==> src/rtl/alu_arbiter.sv <==
// Round-robin arbiter and sequencer that shares one ALU between two requesters.
// One operation in flight: accept, drive ALU for L cycles, capture, respond.
module alu_arbiter #(
    parameter int W = 8
) (
    input  logic           clk,
    input  logic           rst,
    input  logic [1:0]     req_valid,
    output logic [1:0]     req_ready,
    input  logic [1:0]     req_mode,
    input  logic [7:0]     req_cmd,
    input  logic [3:0]     req_in_valid,
    input  logic [2*W-1:0] req_opa,
    input  logic [2*W-1:0] req_opb,
    input  logic [1:0]     req_cin,
    output logic           alu_ce,
    output logic           alu_mode,
    output logic [3:0]     alu_cmd,
    output logic [1:0]     alu_in_valid,
    output logic [W-1:0]   alu_opa,
    output logic [W-1:0]   alu_opb,
    output logic           alu_cin,
    input  logic [W:0]     alu_res,
    input  logic           alu_err,
    input  logic           alu_of,
    input  logic           alu_cout,
    input  logic           alu_g,
    input  logic           alu_l,
    input  logic           alu_e,
    output logic           rsp_valid,
    input  logic           rsp_ready,
    output logic           rsp_id,
    output logic [W:0]     rsp_res,
    output logic           rsp_err,
    output logic           rsp_of,
    output logic           rsp_cout,
    output logic           rsp_g,
    output logic           rsp_l,
    output logic           rsp_e,
    output logic           busy
);

    typedef enum logic [1:0] {
        S_IDLE,
        S_EXEC,
        S_CAPT,
        S_RESP
    } state_t;

    state_t       r_state;
    state_t       w_next;
    logic         r_last;
    logic [1:0]   r_cnt;

    logic         r_mode;
    logic [3:0]   r_cmd;
    logic [1:0]   r_in_valid;
    logic [W-1:0] r_opa;
    logic [W-1:0] r_opb;
    logic         r_cin;

    logic         r_id;
    logic [W:0]   r_res;
    logic [5:0]   r_flags;

    logic         w_win;
    logic         w_take;
    logic         w_mode;
    logic [3:0]   w_cmd;
    logic [1:0]   w_in_valid;
    logic [W-1:0] w_opa;
    logic [W-1:0] w_opb;
    logic         w_cin;
    logic [1:0]   w_lat;

    // On a tie the requester that did not win last time goes first.
    always_comb begin
        w_win = 1'b0;
        unique case (req_valid)
            2'b01:   w_win = 1'b0;
            2'b10:   w_win = 1'b1;
            2'b11:   w_win = ~r_last;
            default: w_win = 1'b0;
        endcase
    end

    assign w_take = (r_state == S_IDLE) && (req_valid != 2'b00) && !rst;

    assign req_ready = w_take ? (w_win ? 2'b10 : 2'b01) : 2'b00;

    assign w_mode     = w_win ? req_mode[1] : req_mode[0];
    assign w_cmd      = w_win ? req_cmd[7:4] : req_cmd[3:0];
    assign w_in_valid = w_win ? req_in_valid[3:2] : req_in_valid[1:0];
    assign w_opa      = w_win ? req_opa[2*W-1:W] : req_opa[W-1:0];
    assign w_opb      = w_win ? req_opb[2*W-1:W] : req_opb[W-1:0];
    assign w_cin      = w_win ? req_cin[1] : req_cin[0];

    // Multiplies go through the ALU's extra result stage.
    assign w_lat = (w_mode && (w_cmd == 4'b1001 || w_cmd == 4'b1010))
                 ? 2'd3 : 2'd2;

    always_comb begin
        w_next = r_state;
        unique case (r_state)
            S_IDLE: if (w_take) w_next = S_EXEC;
            S_EXEC: if (r_cnt == 2'd1) w_next = S_CAPT;
            S_CAPT: w_next = S_RESP;
            S_RESP: if (rsp_ready) w_next = S_IDLE;
            default: w_next = S_IDLE;
        endcase
    end

    always_ff @(posedge clk or posedge rst) begin
        if (rst) begin
            r_state <= S_IDLE;
        end else begin
            r_state <= w_next;
        end
    end

    always_ff @(posedge clk or posedge rst) begin
        if (rst) begin
            r_last <= 1'b1;
            r_cnt  <= 2'd0;
            r_id   <= 1'b0;
        end else if (w_take) begin
            r_last <= w_win;
            r_cnt  <= w_lat;
            r_id   <= w_win;
        end else if (r_state == S_EXEC) begin
            r_cnt <= r_cnt - 2'd1;
        end
    end

    always_ff @(posedge clk or posedge rst) begin
        if (rst) begin
            r_mode     <= 1'b0;
            r_cmd      <= 4'd0;
            r_in_valid <= 2'd0;
            r_opa      <= '0;
            r_opb      <= '0;
            r_cin      <= 1'b0;
        end else if (w_take) begin
            r_mode     <= w_mode;
            r_cmd      <= w_cmd;
            r_in_valid <= w_in_valid;
            r_opa      <= w_opa;
            r_opb      <= w_opb;
            r_cin      <= w_cin;
        end
    end

    always_ff @(posedge clk or posedge rst) begin
        if (rst) begin
            r_res   <= '0;
            r_flags <= 6'd0;
        end else if (r_state == S_CAPT) begin
            r_res   <= alu_res;
            r_flags <= {alu_err, alu_of, alu_cout, alu_g, alu_l, alu_e};
        end
    end

    assign alu_ce       = (r_state == S_EXEC);
    assign alu_mode     = r_mode;
    assign alu_cmd      = r_cmd;
    assign alu_in_valid = r_in_valid;
    assign alu_opa      = r_opa;
    assign alu_opb      = r_opb;
    assign alu_cin      = r_cin;

    assign rsp_valid = (r_state == S_RESP);
    assign rsp_id    = r_id;
    assign rsp_res   = r_res;
    assign {rsp_err, rsp_of, rsp_cout, rsp_g, rsp_l, rsp_e} = r_flags;

    assign busy = (r_state != S_IDLE);

endmodule

==> config.mk <==
export PLATFORM = sky130hd
export DESIGN_NAME = alu_arbiter
export DESIGN_NICKNAME = d
export VERILOG_FILES = /design/src/rtl/alu_arbiter.sv
export SDC_FILE = /design/constraint.sdc
export NUM_CORES = 1
export LEC_CHECK = 0
export CORE_ASPECT_RATIO = 1.25
export CORE_MARGIN = 10
export CORE_UTILIZATION = 32
export DETAILED_ROUTE_END_ITERATION = 7
export GPL_ROUTABILITY_DRIVEN = 0
export PLACE_DENSITY = 0.8
export SYNTH_ARGS = -nofsm -noshare
export SYNTH_HDL_FRONTEND = slang
export SYNTH_SLANG_ARGS = --single-unit
==> constraint.sdc <==
create_clock -name clk -period 2 [get_ports clk]
set_clock_uncertainty 0.1 [all_clocks]
set_input_delay 0.2 -clock clk [delete_from_list [all_inputs] [get_ports clk]]
set_output_delay 0.2 -clock clk [all_outputs]
set_load 0.05 [all_outputs]
==> flow_summary.yaml <==
status:
  status: "complete, no violations"
worst_setup_path:
  worstPathRequired_ps: 1700
  setup.worst_path.end_class: "primary output"
  arrival_ps: 1590
  critical_path_class: "reg2out"
  path_max_fanout: 11
  critPathLaunchType: "flip-flop"
detailed_routing:
  drc: 0
  vias_per_cell: 4.49
  drtIter0Drc: 20
  wl_per_cell_um: 15.1
  antenna_left: 0
  drt-total-wl_um: 5700
  routed-via-count: 1691
  drt_first_pass_iters: 4
yosys:
  syn_inst: 177
  synth-seq-cells: 45
  yosysSeqAreaShare_pct: 55.0
  yosys_warnings: 0
  syn_avg_cell_area_um2: 11.6
  synthDistinctLibCells: 24
  netlist_area_um2: 2050
  synth.net_count: 251
job:
  maxCapViolations: 0
power:
  total_power_mw: 5.75
  internal_power_mw: 3.01
  powerDensity_nw_per_um2: 1670
  swShare_pct: 47.7
  p_switching_mw: 2.74
  leakagePower_nw: 1.52
  p_seq_share_pct: 27.5
  peakVddDrop_uv: 689
  clkPwrFrac_pct: 9.8
  comb_power_share_pct: 62.7
sta:
  rsz0062_at_grt: "no"
  drv_slew: 0
  hold_ws_ps: 298
  slew_headroom_pct: 62.9
  fin_crit_sh_pct: 94.4
  tns_ps: 0
  period_needed_ps: 1890
  final-setup-viol-count: 0
  tightest_slew_ps: 556
  max_clock_freq_mhz: 529
  hold_viol: 0
global_routing:
  antenna_found_initial: 0
  grtUsageTotal_pct: 11.2
  grt_pass1_wl_um: 9070
  grt_max_degree: 46
  grt-ovfl-total: 0
  first_global_vias: 1796
clock_network:
  htreeDepth: 2
  clockRootBuffer: "clkbuf_8"
  worstSkewPairLatency_ps: 290
  clkTransAtPathRegs_ps: 80
  cts_sinks: 45
  cts_buffers: 5
  cts_max_path_buffers: 2
  cts_tree: "yes"
  hold_buffers: 0
place:
  placed_cell_area_um2: 3330
  port_buffers: 112
  hpwlAfterDp_um: 4620
finish:
  finish.net_count: 365
  final_cell_mix: "107 x clkdlybuf4s50_1, 44 x dfrtp_1, 26 x nand2_1"
  fin_area_um2: 3430
  n_fill_cell: 543
  area_growth_pct: 67.5
  diodes: 0
  final_common_cell: "clkdlybuf4s50_1"
  drive_gt1_share_pct: 13.7
die:
  io_pins: 113
  coreArea_um2: 6210
  num_rows: 32
  die_area_um2: 10000
  initial_core_util_pct: 33.0
  fp.dieH_um: 109
  fp.dieW_um: 91.6
min_path:
  hold_path_class: "in2async"
## per-stage QoR
step | util [%] | setup WS [ps] | std cells
after floorplan | - | -99.7 | 177
after global placement | 53.6 | 270 | 369
after detailed placement | 53.6 | 237 | 369
after CTS | 55.1 | 21.8 | 377
after global routing | 55.3 | 3.87 | 377
final | 55.3 | 111 | 377
## cell type report
type	count	area [um2]	share of cell area, %
repair buffers	117	1210	35.3
flip-flops and latches	45	1130	32.8
multi-input cells	116	875	25.5
well taps	85	106	3.10
clock buffers	8	90.1	2.62
inverters	6	22.5	0.656
## cells by family (layout without fill, tap and decap cells)
logic type                 Yosys count  in the layout  share of synthesized area, %
DFF                                 45             45                          55.0
muxes                               41             41                          21.2
and+or+nand+nor                     35             35                          7.20
AOI/OAI and AO/OA                   31             31                          8.49
buffers and inverters               16            131                          3.17
adders and majority gates            6              6                          3.66
xor gates and xnor gates             3              3                          1.28
## power groups by stage
| stage | logic, mW | clock network (mW) | registers, mW |
|---|---|---|---|
| global route | 3.84 | 0.622 | 1.65 |
| CTS | 3.65 | 0.597 | 1.59 |
| global placement | 3.59 | 0 | 1.58 |
| detailed placement | 3.64 | 0 | 1.61 |
| floorplan | 1.01 | 0 | 2.94 |
| finish | 3.60 | 0.563 | 1.58 |
## flip-flops by register name, summed over array words and instances, names as in the netlist
name and count:
r_cnt 2, alu_mode 1, alu_cmd 4, r_state 2
alu_opb 8, alu_cin 1, rsp_res 9, alu_opa 8
alu_in_valid 2, r_last 1, rsp_id 1, r_flags 6
## routing by layer
| layer | GRT usage (%) | vias up | wire length, um |
|---|---|---|---|
| met2 | 18.6 | 77 | 2750 |
| met3 | 6.34 | 6 | 598 |
| li1 | - | 835 | - |
| met1 | 12.2 | 773 | 2290 |
| met5 | 0 | - | 0 |
| met4 | 3.03 | 0 | 61 |
## repair_timing
| item | CTS | global route |
|---|---|---|
| resized for setup | 1 | 5 |
| buffers inserted | 0 | 0 |
| setup endpoints to repair | 1 | 2 |
## Yosys cell counts
library cell / number / area share, %
nor3b_1: 2 / 0.73
ha_1: 6 / 3.7
o211ai_1: 2 / 0.73
a21o_1: 2 / 0.73
a221o_1: 1 / 0.49
nor2_1: 3 / 0.55
buf_2: 4 / 0.98
and2_1: 1 / 0.31
inv_2: 1 / 0.18
dfrtp_1: 44 / 54
nand2_2: 1 / 0.31
mux2i_1: 25 / 12
clkbuf_1: 6 / 1.1
nand3_1: 1 / 0.24
inv_1: 5 / 0.92
a22oi_1: 1 / 0.37
nor2b_1: 1 / 0.31
xnor2_1: 3 / 1.3
mux2_2: 15 / 8.2
dfstp_2: 1 / 1.3
o21ai_0: 24 / 5.9
mux2_4: 1 / 0.73
a31oi_1: 1 / 0.31
nand2_1: 26 / 4.8
## worst max-delay path, stage by stage (launching register included)
cell	delay, ps
dfrtp_1	430
inv_2	90
ha_2	190
o211ai_1	120
buf_6	180
nor2_4	150
buf_12	150
## worst paths after layout
path | slack, ps | start | cells past startpoint | endpoint
max | 110 | r_state[1] | 6 | req_ready[1]
min | 300 | rst | 3 | r_cnt[0]
max reg2reg | 270 | r_state[1] | 5 | r_state[1]
min reg2reg | 380 | alu_opa[1] | 2 | alu_opa[1]
max in group asynchronous | 1130 | rst | 3 | alu_opb[0]
min in group clk | 380 | alu_opa[1] | 2 | alu_opa[1]
Power figures use the tool's default switching activity.
